<file path="src/rtl/mem_stage.sv">
// Memory access stage: sequences one data-memory access per load/store through
// IDLE -> WAIT -> DONE, aligning store lanes and extracting load data.
module mem_stage (
  input  logic        clk,
  input  logic        rst,
  input  logic        ex_memread,
  input  logic        ex_memwrite,
  input  logic [2:0]  ex_funct3,
  input  logic [31:0] ex_alu_res,
  input  logic [31:0] ex_rs2data,
  input  logic [1:0]  ex_wbsel,
  input  logic [31:0] ex_pcp4,
  input  logic [4:0]  ex_rdaddr,
  output logic        dmem_req,
  output logic        dmem_we,
  output logic [31:0] dmem_addr,
  output logic [3:0]  dmem_be,
  output logic [31:0] dmem_wdata,
  input  logic [31:0] dmem_rdata,
  input  logic        dmem_ack,
  output logic        mem_stall,
  output logic        mem_fault,
  output logic [1:0]  mem_wbsel,
  output logic [31:0] mem_dmem_out,
  output logic [31:0] mem_alu_res,
  output logic [31:0] mem_pcp4,
  output logic [4:0]  mem_rdaddr
);

  typedef enum logic [1:0] {
    S_IDLE = 2'b00,
    S_WAIT = 2'b01,
    S_DONE = 2'b10
  } state_e;

  state_e      state_q, state_d;
  logic [31:0] load_buf_q, load_buf_d;
  logic        memop_s;
  logic        fault_s;
  logic        bad_f3_s;
  logic        misalign_s;

  function automatic logic [31:0] load_extract(input logic [2:0]  f3,
                                               input logic [1:0]  off,
                                               input logic [31:0] rdata);
    logic [7:0]  byte_v;
    logic [15:0] half_v;
    logic [31:0] res_v;
    case (off)
      2'b00:   byte_v = rdata[7:0];
      2'b01:   byte_v = rdata[15:8];
      2'b10:   byte_v = rdata[23:16];
      2'b11:   byte_v = rdata[31:24];
      default: byte_v = 8'h00;
    endcase
    half_v = off[1] ? rdata[31:16] : rdata[15:0];
    case (f3)
      3'b000:  res_v = {{24{byte_v[7]}}, byte_v};
      3'b100:  res_v = {24'h000000, byte_v};
      3'b001:  res_v = {{16{half_v[15]}}, half_v};
      3'b101:  res_v = {16'h0000, half_v};
      3'b010:  res_v = rdata;
      default: res_v = 32'h0000_0000;
    endcase
    return res_v;
  endfunction

  // Classify the request: illegal size, conflicting controls or misalignment.
  always_comb begin
    memop_s  = ex_memread | ex_memwrite;
    bad_f3_s = (ex_funct3 == 3'b011) || (ex_funct3 == 3'b110) || (ex_funct3 == 3'b111);
    case (ex_funct3)
      3'b001, 3'b101: misalign_s = ex_alu_res[0];
      3'b010:         misalign_s = (ex_alu_res[1:0] != 2'b00);
      default:        misalign_s = 1'b0;
    endcase
    fault_s = memop_s & ((ex_memread & ex_memwrite) | bad_f3_s | misalign_s);
  end

  // Next-state and load-buffer capture; ack only matters while waiting.
  always_comb begin
    state_d    = state_q;
    load_buf_d = load_buf_q;
    case (state_q)
      S_IDLE: begin
        if (memop_s && !fault_s) begin
          state_d = S_WAIT;
        end else begin
          state_d = S_IDLE;
        end
      end
      S_WAIT: begin
        if (dmem_ack) begin
          state_d    = S_DONE;
          load_buf_d = load_extract(ex_funct3, ex_alu_res[1:0], dmem_rdata);
        end else begin
          state_d = S_WAIT;
        end
      end
      S_DONE:  state_d = S_IDLE;
      default: state_d = S_IDLE;
    endcase
  end

  // State and load buffer registers with synchronous reset.
  always_ff @(posedge clk) begin
    if (rst) begin
      state_q    <= S_IDLE;
      load_buf_q <= 32'h0000_0000;
    end else begin
      state_q    <= state_d;
      load_buf_q <= load_buf_d;
    end
  end

  // Store lane steering; the pipeline holds EX/MEM while waiting, so these stay stable.
  always_comb begin
    dmem_addr = {ex_alu_res[31:2], 2'b00};
    dmem_we   = ex_memwrite;
    if (ex_memwrite) begin
      case (ex_funct3[1:0])
        2'b00: begin
          dmem_wdata = {4{ex_rs2data[7:0]}};
          dmem_be    = 4'b0001 << ex_alu_res[1:0];
        end
        2'b01: begin
          dmem_wdata = {2{ex_rs2data[15:0]}};
          dmem_be    = ex_alu_res[1] ? 4'b1100 : 4'b0011;
        end
        default: begin
          dmem_wdata = ex_rs2data;
          dmem_be    = 4'b1111;
        end
      endcase
    end else begin
      dmem_wdata = 32'h0000_0000;
      dmem_be    = 4'b1111;
    end
  end

  // Handshake and writeback outputs decoded from state; reset forces a bubble.
  always_comb begin
    dmem_req     = 1'b0;
    mem_stall    = 1'b0;
    mem_fault    = 1'b0;
    mem_dmem_out = 32'h0000_0000;
    if (rst) begin
      dmem_req     = 1'b0;
      mem_stall    = 1'b0;
      mem_fault    = 1'b0;
      mem_dmem_out = 32'h0000_0000;
    end else begin
      case (state_q)
        S_IDLE: begin
          mem_stall = memop_s & ~fault_s;
          mem_fault = fault_s;
        end
        S_WAIT: begin
          dmem_req  = 1'b1;
          mem_stall = 1'b1;
        end
        S_DONE:  mem_dmem_out = load_buf_q;
        default: mem_stall = 1'b0;
      endcase
    end
    mem_rdaddr = (mem_stall | mem_fault | rst) ? 5'd0 : ex_rdaddr;
  end

  assign mem_alu_res = ex_alu_res;
  assign mem_pcp4    = ex_pcp4;
  assign mem_wbsel   = ex_wbsel;

endmodule
</file>
<file path="config.mk">
export PLATFORM = sky130hd
export DESIGN_NAME = mem_stage
export DESIGN_NICKNAME = d
export VERILOG_FILES = /design/src/rtl/mem_stage.sv
export SDC_FILE = /design/constraint.sdc
export NUM_CORES = 1
export LEC_CHECK = 0
export ABC_CLOCK_PERIOD_IN_PS = 2300
export CORE_ASPECT_RATIO = 0.6
export CORE_MARGIN = 5
export CORE_UTILIZATION = 30
export CTS_CLUSTER_DIAMETER = 100
export CTS_CLUSTER_SIZE = 25
export DETAILED_ROUTE_END_ITERATION = 8
export PLACE_DENSITY = 0.79
export SYNTH_ARGS = -nofsm -noshare
export SYNTH_HDL_FRONTEND = slang
export SYNTH_SLANG_ARGS = --single-unit
</file>
<file path="constraint.sdc">
create_clock -name clk -period 2.3 [get_ports clk]
set_clock_uncertainty 0.2 [all_clocks]
set_input_delay 0.46 -clock clk [delete_from_list [all_inputs] [get_ports clk]]
set_output_delay 0.46 -clock clk [all_outputs]
set_load 0.005 [all_outputs]
</file>
==> run metrics <==
RD Place Congestion between 0.8 and 0.9; CTS tree done; Post-synth EDFFs 0; Floorplan Core Area about 0.011 mm^2; switching power share of the total 0.246; GRT overflow 0; ANT nets after route 0; Hold Crit Class reg2reg; vias per cell around 5.1; cell internal pwr around 1600 uW; critical path arrival about 1.6 ns; Mapped Area 0.00339 mm^2; cell count after synthesis ~430; largest net degree at the start of global routing 26; root buffer cell clkbuf_16; min-delay src load_buf_q[6]$_SDFFE_PP0P_; design area 0.00485 mm^2; async set-reset flop share out of synthesis 0; Total Wirelength roughly 13 mm; Hold Vio Cnt, Final 0; most frequent cells after synthesis 103 x buf_4, 47 x and2_1, 40 x nand2_1; Row Count 30; Top Ports 318; fin crit share 0.997; Layout area overhead 43.2%; CP peak stage delay around 0.3 ns; share of cells above drive strength 1 0.236; Slowest cell on crit path maj3_2; worst-path fanout max 2; RR Startpoint state_q[1]$_SDFF_PP0_; YS warnings 0; die width approximately 150 um; H-tree levels 2; sequential area share after synthesis 0.201; worst skew pair latency between 0.2 and 0.3 ns; CP Cell Sequence buf_6, o31a_1, o22a_1, maj3_2, and3b_1, buf_2; Max Root-Sink Buffers 2; ys flop type dfxtp_1; part of the power in registers 0.296; fin util 0.434; CP Class in2out; 1st-iter DRT viols around 220; Leak 0.00231 uW; CTS Sinks 34; Final TNS setup 0 ns; Die Area between 0.01 and 0.015 mm^2; Crit path required time between 1.5 and 2 ns; top-count cell post-synth buf_4; Comb pwr share 0.277; clock power share 0.427; All-Layer GR Usage 0.181; clock-pin slew on the worst setup and hold paths ~0.060 ns; Buffers on Ports about 160; HPWL reported at the end of detailed placement between 9 and 10 mm; number of global-route vias before repair around 3500; Seq cells post-synth 34; placed inst area around 0.0046 mm^2; Cell Pwr Density around 430 mW/mm^2; via count about 3300; DRC 0; Pre-antenna DRT Iters 5; Die Ht 92.3 um; Nets between 600 and 700; starting density of the core 0.303; net switching power 509 uW; share of the synthesized area in the top cell type 0.228; crit end category output port; number of max-cap violations 0; Worst VDD drop 0.000350 V; status finished clean; Worst Setup SP ex_alu_res[0]; hold-fix buffers at CTS 0; fin. max-slew vios 0; worst hold slack ~0.25 ns; syn avg cell area between 7 and 8 um^2; Worst Setup Start Kind primary input; number of distinct library cells after synthesis 46; drt wl/cell between 15 and 20 um; Setup violations, final 0; unrepaired setup endpoints after global routing true; initial antenna violation count 0; crit path time final approximately 2.3 ns; post-synth top area cell buf_4; synth top area cells buf_4 23%, dfxtp_1 20%, and2_1 8.7%, mux2i_1 6.5%, nand2_1 4.4%; fmax 0.436 GHz; # diodes 0; CTS Buf Count 5; first-pass GRT wire length approximately 20 mm
worst max-delay path, delay by kind of cell:
| kind | cells | cell delay [ns] |
|---|---|---|
| compound gates | 2 | 0.49 |
| fa+ha+maj | 1 | 0.30 |
| buf+inv | 2 | 0.21 |
| simple gates | 1 | 0.16 |
layout by cell type, fill, tap and decap left out, drive strengths merged, types with 8 or more instances in the layout:
master,count
clkdlybuf4s50,74
buf,60
and2,47
dlygate4sd2,43
nand2,40
dfxtp,34
o21ai,30
clkbuf,29
mux2i,22
a22oi,17
nor2,15
nor2b,11
a21oi,10
o211a,8
a21boi,8
path summary, 6_finish.rpt:
| check | end | slack (ns) | cells past startpoint |
|---|---|---|---|
| hold / removal | load_buf_q[6]$_SDFFE_PP0P_ | 0.25 | 2 |
| setup / recovery | mem_fault | 0.006 | 6 |
| setup reg to reg | load_buf_q[3]$_SDFFE_PP0P_ | 0.55 | 4 |
| hold reg to reg | load_buf_q[6]$_SDFFE_PP0P_ | 0.25 | 2 |
final cells by class:
class,instances,area (um^2)
Timing Repair Buffer,211,1950
Fill cell,1107,6330
Sequential cell,34,683
Inverter,1,3.75
Clock inverter,3,68.8
Multi-Input combinational cell,262,1840
Clock buffer,5,125
Tap cell,144,180
routing by layer:
metal	vias up	GRT usage	routed length, um
met5	-	0	0
met4	0	0.0357	109
met3	24	0.0787	1240
met2	190	0.278	5710
met1	1580	0.237	5630
li1	1545	-	-
timing repair:
action                     4_1_cts  5_1_grt
setup endpoints to repair      104       44
gates resized for setup        131       58
setup buffers                   10        0
pin swaps                        9        2
cloned                           3        0
flip-flops by register name, summed over array words and instances (netlist names):
register    cells
load_buf_q     32
state_q         2
metrics by stage:
stage / total power [uW] / setup slack [ns] / cells
after CTS: 2080 / 0.000951 / 660
after global placement: 1170 / -0.783 / 639
final: 2070 / 0.00625 / 660
after global routing: 2160 / -0.0221 / 660
after floorplan: 975 / 0.0801 / 427
after detailed placement: 1180 / -0.768 / 639
logic make-up (layout without fill, tap and decap cells):
group | Yosys count | in the layout | share of synthesized area
other | 1 | 2 | 0.00111
muxes | 29 | 29 | 0.108
DFF | 34 | 34 | 0.201
AOI/OAI and AO/OA | 96 | 96 | 0.202
adders and majority gates | 1 | 1 | 0.00332
buffers and inverters | 131 | 220 | 0.268
xor gates and xnor gates | 1 | 1 | 0.00259
and+or+nand+nor | 133 | 133 | 0.215
power groups by stage:
| stage | Combinational [uW] | Sequential, uW | Clock, uW |
|---|---|---|---|
| floorplan | 355 | 620 | 0 |
| global placement | 549 | 623 | 0 |
| detailed placement | 559 | 624 | 0 |
| CTS | 574 | 612 | 897 |
| global route | 616 | 614 | 931 |
| finish | 573 | 613 | 884 |
Note: power is estimated with default switching activity, not from simulation.
